**config.mk**
```make
export PLATFORM = sky130hd
export DESIGN_NAME = iterative_shifter_flat
export DESIGN_NICKNAME = d
export VERILOG_FILES = /design/src/rtl/iterative_shifter_if.sv /design/src/rtl/iterative_shifter.sv /design/src/flat_wrapper.sv
export SDC_FILE = /design/constraint.sdc
export NUM_CORES = 1
export LEC_CHECK = 0
export CAP_MARGIN = 0
export CORE_MARGIN = 3
export CORE_UTILIZATION = 40
export DETAILED_ROUTE_END_ITERATION = 10
export PLACE_DENSITY = 0.7
export SLEW_MARGIN = 20
export SYNTH_ARGS = -nofsm -noshare
export SYNTH_HDL_FRONTEND = slang
export SYNTH_SLANG_ARGS = --single-unit
```
**constraint.sdc**
```tcl
create_clock -name Clk -period 3.3 [get_ports Clk]
set_input_delay 0.33 -clock Clk [delete_from_list [all_inputs] [get_ports Clk]]
set_output_delay 0.33 -clock Clk [all_outputs]
set_load 0.02 [all_outputs]
```
**src/rtl/iterative_shifter_if.sv**
```systemverilog
// iterative_shifter_if
// Groups the request/response signals of the iterative shift unit.
//   Start       : request pulse from the control unit
//   Op          : 00 SLL, 01 SRL, 10 SRA, 11 ROTR
//   Operand     : value to shift
//   ShiftAmount : zero-extended shamt (only the low bits are honoured)
//   Result      : shifted value, valid while Done is high
//   Busy        : high while the shift is in progress
//   Done        : one-cycle completion pulse
// master drives the request side (control unit / testbench).
// slave is the shifter itself.
interface iterative_shifter_if #(
  parameter int WIDTH = 32
);
  logic             Start;
  logic [1:0]       Op;
  logic [WIDTH-1:0] Operand;
  logic [WIDTH-1:0] ShiftAmount;
  logic [WIDTH-1:0] Result;
  logic             Busy;
  logic             Done;

  modport master (
    output Start, Op, Operand, ShiftAmount,
    input  Result, Busy, Done
  );

  modport slave (
    input  Start, Op, Operand, ShiftAmount,
    output Result, Busy, Done
  );
endinterface

```
**src/rtl/iterative_shifter.sv**
```systemverilog
// iterative_shifter
// Multi-cycle shift unit for the ALU shift path. Performs SLL, SRL, SRA or
// ROTR one bit position per clock so the control unit can stall on Busy.
// Ports:
//   Clk   : system clock, rising-edge active
//   Reset : asynchronous, active-high reset
//   bus   : iterative_shifter_if slave modport (Start/Op/Operand/ShiftAmount
//           in, Result/Busy/Done out)
// Latency: Done appears N edges after the accepting edge, N = ShiftAmount[4:0].
module iterative_shifter #(
  parameter int WIDTH    = 32,
  parameter int AMT_BITS = 5
) (
  input logic               Clk,
  input logic               Reset,
  iterative_shifter_if.slave bus
);

  typedef enum logic [1:0] {
    IDLE  = 2'd0,
    SHIFT = 2'd1,
    DONE  = 2'd2
  } state_t;

  state_t              state_q, state_d;
  logic [WIDTH-1:0]    work_q, work_d;
  logic [WIDTH-1:0]    result_q, result_d;
  logic [AMT_BITS-1:0] count_q, count_d;
  logic [1:0]          op_q, op_d;
  logic [WIDTH-1:0]    stepped;
  logic [AMT_BITS-1:0] amt;
  logic                accept;
  logic                lastStep;
  logic                unused_amt_hi;

  // Only the low shamt bits matter; the upper bits of the zero-extended
  // amount are deliberately dropped.
  assign amt           = bus.ShiftAmount[AMT_BITS-1:0];
  assign unused_amt_hi = ^bus.ShiftAmount[WIDTH-1:AMT_BITS];

  // A request is taken whenever no shift is in flight, which includes the
  // DONE cycle so back-to-back operations have no idle gap.
  assign accept   = bus.Start && (state_q != SHIFT);
  assign lastStep = (state_q == SHIFT) && (count_q == AMT_BITS'(1));

  // One-bit step of the work register for the latched operation.
  always_comb begin
    stepped = work_q;
    unique case (op_q)
      2'b00: stepped = {work_q[WIDTH-2:0], 1'b0};
      2'b01: stepped = {1'b0, work_q[WIDTH-1:1]};
      2'b10: stepped = {work_q[WIDTH-1], work_q[WIDTH-1:1]};
      2'b11: stepped = {work_q[0], work_q[WIDTH-1:1]};
      default: stepped = work_q;
    endcase
  end

  // State register.
  always_ff @(posedge Clk or posedge Reset) begin
    if (Reset) begin
      state_q <= IDLE;
    end else begin
      state_q <= state_d;
    end
  end

  // Next-state logic. A zero shift amount skips SHIFT entirely.
  always_comb begin
    state_d = state_q;
    unique case (state_q)
      IDLE, DONE: begin
        if (accept) begin
          state_d = (amt == '0) ? DONE : SHIFT;
        end else begin
          state_d = IDLE;
        end
      end
      SHIFT: begin
        if (lastStep) begin
          state_d = DONE;
        end
      end
      default: state_d = IDLE;
    endcase
  end

  // Datapath next-state. Result is only written on the edge that enters
  // DONE, so it holds through IDLE and SHIFT until the next completion.
  always_comb begin
    work_d   = work_q;
    count_d  = count_q;
    op_d     = op_q;
    result_d = result_q;
    if (accept) begin
      work_d  = bus.Operand;
      count_d = amt;
      op_d    = bus.Op;
      if (amt == '0) begin
        result_d = bus.Operand;
      end
    end else if (state_q == SHIFT) begin
      work_d  = stepped;
      count_d = count_q - AMT_BITS'(1);
      if (lastStep) begin
        result_d = stepped;
      end
    end
  end

  // Datapath registers; reset clears everything so an aborted shift leaves
  // no trace on Result.
  always_ff @(posedge Clk or posedge Reset) begin
    if (Reset) begin
      work_q   <= '0;
      count_q  <= '0;
      op_q     <= '0;
      result_q <= '0;
    end else begin
      work_q   <= work_d;
      count_q  <= count_d;
      op_q     <= op_d;
      result_q <= result_d;
    end
  end

  // Outputs are pure functions of registered state.
  always_comb begin
    bus.Busy   = (state_q == SHIFT);
    bus.Done   = (state_q == DONE);
    bus.Result = result_q;
  end

endmodule

```
**src/flat_wrapper.sv**
```systemverilog
// flat-port wrapper written by rule: the top's interface ports become plain ports
module iterative_shifter_flat 
#(
  parameter int WIDTH    = 32,
  parameter int AMT_BITS = 5
)
  (Clk, Reset, bus_Start, bus_Op, bus_Operand, bus_ShiftAmount, bus_Result, bus_Busy, bus_Done);
  iterative_shifter_if #(.WIDTH(WIDTH)) bus_i ();
  input logic Clk;
  input logic Reset;
  input wire logic [$bits(bus_i.Start)-1:0] bus_Start;
  input wire logic [$bits(bus_i.Op)-1:0] bus_Op;
  input wire logic [$bits(bus_i.Operand)-1:0] bus_Operand;
  input wire logic [$bits(bus_i.ShiftAmount)-1:0] bus_ShiftAmount;
  output wire logic [$bits(bus_i.Result)-1:0] bus_Result;
  output wire logic [$bits(bus_i.Busy)-1:0] bus_Busy;
  output wire logic [$bits(bus_i.Done)-1:0] bus_Done;
  assign bus_i.Start = bus_Start;
  assign bus_i.Op = bus_Op;
  assign bus_i.Operand = bus_Operand;
  assign bus_i.ShiftAmount = bus_ShiftAmount;
  assign bus_Result = bus_i.Result;
  assign bus_Busy = bus_i.Busy;
  assign bus_Done = bus_i.Done;
  iterative_shifter #(.WIDTH(WIDTH), .AMT_BITS(AMT_BITS)) u_core (.Clk(Clk), .Reset(Reset), .bus(bus_i));
endmodule
```
==> impl_metrics.ini, run 1 <==
[worst_hold_path]
hp-class = in -> async

[place]
io_buffers = 75
gp_congestion = 0.794
hpwl_um = 5630

[yosys]
synth_cell_types = 33
synthesis.nets = 383
ys_ff_latch = 73
ys_seq_area_frac = 0.491
yosysTopAreaCell = dfrtp_1
syn_avg_cell_area_sq_um = 11.9
yosysMostFrequentCell = dfrtp_1
asyncSetResetFlopFracSynth = 1.00
synthTopCellsByCount = dfrtp_1, mux2_2, o21ai_0, nand3_1, mux2i_1
yosysWarnings = 0
synth_edf_count = 0
synthTopCellsByArea = dfrtp_1, mux2_2, mux2_4
synth_top_area_frac = 0.491
synth-main-ff-cell = dfrtp_1
synth_area_sq_um = 3720
syn-instance-count = 312

[sta]
slew_headroom = 0.509
setup_viol = 0
setup-tns-final_ns = 0
timing.fmax_mhz = 396
rsz0062_at_grt = false
final_max_slew_viol_count = 0
finalCriticalPeriod_ns = 2.53
period_share = 0.765
tightest_slew_ns = 0.732
finalHoldViolCount = 0
fin_worst_skew_ns = 0.00920

[route]
firstDrtPassIters = 4
ant_nets = 0
drtIter0Drc = 82
vias = 2626
wl_um = 8060
wl_per_cell_um = 16.2
viasPerCell = 5.28
drc = 0

[grt]
antenna_found_initial = 0
grt_pass1_wl_um = 14000
grt_max_degree = 42
grt.total_usage = 0.169
overflow = 0
grt_pass1_vias = 2902

[cells_and_area]
nets = 455
area_delta_synth_final_pct = 28.9
diodes = 0
drive_gt1_frac = 0.239

[power_and_ir_drop]
clock_power_share = 0.153
finalPower_mw = 5.19
seqPwrFrac = 0.323
combPwrFrac = 0.525
p_int_mw = 3.27
swShare = 0.370
p_sw_mw = 1.92
vdd_drop_max_mv = 0.557
powerDensity_nw_per_um2 = 1080
cellLeakagePower_nw = 2.10

[cts]
cts.clk_slew.worst_paths_ns = 0.08
cts_made_buffers = 9
clockBufferDepth = 2
postCtsHoldBufs = 0
h-tree-depth = 3
cts_sinks = 73
post_cts_buffers = 0
cts_tree = done
cts_resized = 0
clk_latency_ns = 0.34
root_buffer = clkbuf_8

[critical_path]
end_kind = register
path_class = reg -> reg
r2r-end = u_core.bus.Result[16]$_DFFE_PP0P_
required_ns = 3.52
r2r_cells = 7
startpoint_type = register
r2r_slack_ns = 0.77
rr_startpoint = u_core.state_q[1]$_DFFE_PP0P_
arrival_ns = 2.75
cp_max_fo = 17

[run]
drv_cap = 0

[outcome]
status = finished clean

[die]
core_area_sq_um = 8890
die_area_sq_um = 10500
die_y_um = 102
io_pins = 103
die_w_um = 102
row_count = 34
initial_core_util = 0.419
## power by group through the flow
stage	sequential [mW]	combinational (mW)	clock, mW
5_1_grt	1.74	2.98	0.867
3_3_place_gp	1.67	2.69	0
6_report	1.67	2.72	0.792
2_1_floorplan	1.84	1.77	0
4_1_cts	1.68	2.76	0.810
3_5_place_dp	1.69	2.74	0
## cells in the final DEF, fill, tap and decap left out, types with 2 or more instances in the layout
cell	n
clkdlybuf4s50_1	75
dfrtp_1	73
o21ai_0	38
mux2_2	38
nand3_1	32
mux2i_1	30
mux2_4	20
nand2_1	12
clkbuf_8	10
buf_4	10
mux2_1	6
inv_1	4
nor2_1	4
a21oi_1	3
nand2b_2	2
inv_2	2
o211ai_1	2
nor2b_1	2
nor2_4	2
nand2b_1	2
nor3_1	2
o21a_1	2
ha_1	2
bufinv_16	2
## critical path: stages, from the launching register on
cell and delay, ns:
dfrtp_1 0.38, nand2b_2 0.34, buf_4 0.28, inv_2 0.16, o41ai_4 0.13, o211ai_4 0.32, buf_4 0.42, mux2_2 0.37
## cells by family after synthesis
logic type | count (synthesis) | share of synthesized area
AO/OA/AOI/OAI | 50 | 0.0827
flip-flops | 73 | 0.491
multiplexers | 94 | 0.294
AND/OR/NAND/NOR | 63 | 0.0861
adder cells (fa/ha/maj) | 2 | 0.00672
buffers and inverters | 30 | 0.0393
## flip-flops by register name (all words and copies together) (netlist names)
register / flops
u_core.count_q: 5
u_core.state_q: 2
u_core.bus.Result: 32
u_core.work_q: 32
u_core.op_q: 2
## final cells by class
type | instances | area, sq um
timing repair buffer | 85 | 826
sequential | 73 | 1830
clock buffer | 10 | 138
multi-input combinational | 209 | 1760
clock inverter | 6 | 90.1
inverter | 6 | 22.5
fill | 783 | 4090
tap | 108 | 135
## metal layers
layer / GRT usage / share of wire / up-vias
met3: 0.0410 / 0.041 / 7
li1: - / - / 1267
met5: 0 / 0 / -
met2: 0.272 / 0.49 / 51
met4: 0.0494 / 0.0093 / 0
met1: 0.227 / 0.46 / 1301
## metrics by stage
step	std cells	instance area [sq um]	utilization	hold slack [ns]	setup WS [ns]
after floorplan	312	3720	-	0.435	1.12
after global placement	481	4570	0.514	0.483	0.699
after detailed placement	481	4570	0.514	0.487	0.655
after CTS	497	4800	0.540	0.198	0.751
after global routing	497	4800	0.540	0.197	0.596
final	497	4800	0.540	0.208	0.774
## worst max path at each step
stage                                  start                                end  slack [ns]  cells past startpoint
2_1_floorplan                          Reset   u_core.bus.Result[0]$_DFFE_PP0P_        1.12                      1
3_3_place_gp                       bus_Start  u_core.bus.Result[16]$_DFFE_PP0P_        0.70                      5
3_5_place_dp                       bus_Start  u_core.bus.Result[30]$_DFFE_PP0P_        0.66                      5
4_1_cts        u_core.state_q[1]$_DFFE_PP0P_  u_core.bus.Result[30]$_DFFE_PP0P_        0.75                      7
5_1_grt        u_core.state_q[1]$_DFFE_PP0P_  u_core.bus.Result[30]$_DFFE_PP0P_        0.60                      7
6_report       u_core.state_q[1]$_DFFE_PP0P_  u_core.bus.Result[16]$_DFFE_PP0P_        0.77                      7
(Power assumes the default switching activity.)
==> run 2: changes to the inputs <==
Clock period 3.3 ns to 2.6 ns, I/O delays scaled along.
==> run 2 against run 1 <==
Compared with the run above: sequential share of layout area is 0.34 points lower; highest routed layer unchanged; die area is the same; flip-flop and latch count unchanged; sequential power rose by 28%; global-route usage is 0.12 points lower; largest power group unchanged; largest cell class unchanged; critical path type is now reg -> out; design area grew 0.91%.
==> impl_metrics.ini, run 2 (synthesis gave the netlist of run 1 again) <==
[critical_path]
r2r_slack_ns = 0.55
required_ns = 2.34
cp_max_fo = 17
r2r-end = u_core.bus.Result[29]$_DFFE_PP0P_
rr_startpoint = u_core.state_q[1]$_DFFE_PP0P_
arrival_ns = 1.97
end_kind = output pin
cp-startpoint = u_core.state_q[1]$_DFFE_PP0P_
startpoint_type = register
crit_end = bus_Busy
r2r_cells = 6
path_class = reg -> out

[sta]
setup_viol = 0
final_max_slew_viol_count = 0
finalCriticalPeriod_ns = 2.23
timing.fmax_mhz = 449
slew_headroom = 0.708
setup-tns-final_ns = 0
setup_ws_ns = 0.373
fin_worst_skew_ns = 0.00824
tightest_slew_ns = 0.437
period_share = 0.857
rsz0062_at_grt = false
worst_hold_slack_ns = 0.133
finalHoldViolCount = 0

[place]
place_area_sq_um = 4600
place_ws_ns = 0.351
hpwl_um = 5980
gp_congestion = 0.808
io_buffers = 75

[power_and_ir_drop]
swShare = 0.368
cellLeakagePower_nw = 2.13
powerDensity_nw_per_um2 = 1390
combPwrFrac = 0.524
clock_power_share = 0.159
p_sw_mw = 2.47
seqPwrFrac = 0.317
vdd_drop_max_mv = 0.607
p_int_mw = 4.24

[cts]
cts.clk_slew.worst_paths_ns = 0.08
cts_made_buffers = 9
cts_sinks = 73
clk_latency_ns = 0.34
clockBufferDepth = 2
cts_resized = 0
root_buffer = clkbuf_8
post_cts_buffers = 0
h-tree-depth = 3
cts_tree = done
postCtsHoldBufs = 0

[route]
ant_nets = 0
wl_met1_um = 3650
top_layer = met4
vias = 2651
drc = 0
wl_um = 8280
drtIter0Drc = 41
viasPerCell = 5.29
firstDrtPassIters = 4
wl_met2_um = 4130
dr_wl_met3_um = 406
wl_per_cell_um = 16.5

[grt]
overflow = 0
grt.total_usage = 0.168
grt_pass1_wl_um = 13600
grt_max_degree = 35
antenna_found_initial = 0
grt_pass1_vias = 2795

[cells_and_area]
nets = 459
diodes = 0
final_area_sq_um = 4840
final_cell_mix = clkdlybuf4s50_1, dfrtp_1, o21ai_0, mux2_2, nand3_1
drive_gt1_frac = 0.247
area_delta_synth_final_pct = 30.1
final_common_cell = clkdlybuf4s50_1

[die]
die_area_sq_um = 10500
row_count = 34
die_w_um = 102
io_pins = 103
die_y_um = 102
core_area_sq_um = 8890
initial_core_util = 0.419

[run]
drv_cap = 0

[worst_hold_path]
hp-class = in -> async

[outcome]
status = finished clean
run 2: changes by cell type in the layout (fill, tap and decap cells not counted), sizes merged:
| cell | change |
|---|---|
| bufinv | +1 |
| buf | +4 |
| clkinv | +1 |
| clkbuf | -1 |
| clkinvlp | -1 |
run 2: power by group through the flow:
| stage | sequential [mW] | combinational (mW) | clock [mW] |
|---|---|---|---|
| after floorplan | 2.34 | 2.25 | 0 |
| after global placement | 2.12 | 3.45 | 0 |
| after detailed placement | 2.15 | 3.54 | 0 |
| after CTS | 2.13 | 3.56 | 1.10 |
| after global routing | 2.21 | 3.82 | 1.16 |
| final | 2.13 | 3.52 | 1.07 |
run 2: final cells by class:
cell class | instances | area [sq um]
clock inverters | 7 | 118
flip-flops and latches | 73 | 1830
well taps | 108 | 135
multi-input cells | 209 | 1760
clock buffers | 9 | 124
inverters | 6 | 22.5
repair buffers | 89 | 856
fillers | 782 | 4050
run 2: per-stage QoR:
step / std cells / power, mW / utilization
finish: 501 / 6.71 / 0.545
detailed placement: 485 / 5.69 / 0.518
floorplan: 312 / 4.59 / -
global route: 501 / 7.19 / 0.545
global placement: 485 / 5.57 / 0.518
CTS: 501 / 6.79 / 0.545
run 2: worst min path at each step:
| stage | to | cells past startpoint |
|---|---|---|
| 2_1_floorplan | u_core.op_q[0]$_DFFE_PP0P_ | 2 |
| 3_3_place_gp | u_core.bus.Result[10]$_DFFE_PP0P_ | 1 |
| 3_5_place_dp | u_core.bus.Result[10]$_DFFE_PP0P_ | 1 |
| 4_1_cts | u_core.bus.Result[11]$_DFFE_PP0P_ | 2 |
| 5_1_grt | u_core.bus.Result[10]$_DFFE_PP0P_ | 2 |
| 6_report | u_core.bus.Result[8]$_DFFE_PP0P_ | 2 |
run 2: per-layer routing:
metal  GRT usage  vias up
met5           0        -
met4      0.0616        0
met3      0.0532        9
met2       0.270       70
met1       0.212     1299
li1            -     1273
run 2: critical path, stage by stage (launching register included):
cell and delay, ns:
dfrtp_1 0.37, nand2b_2 0.36, inv_2 0.25, clkdlybuf4s50_1 0.64
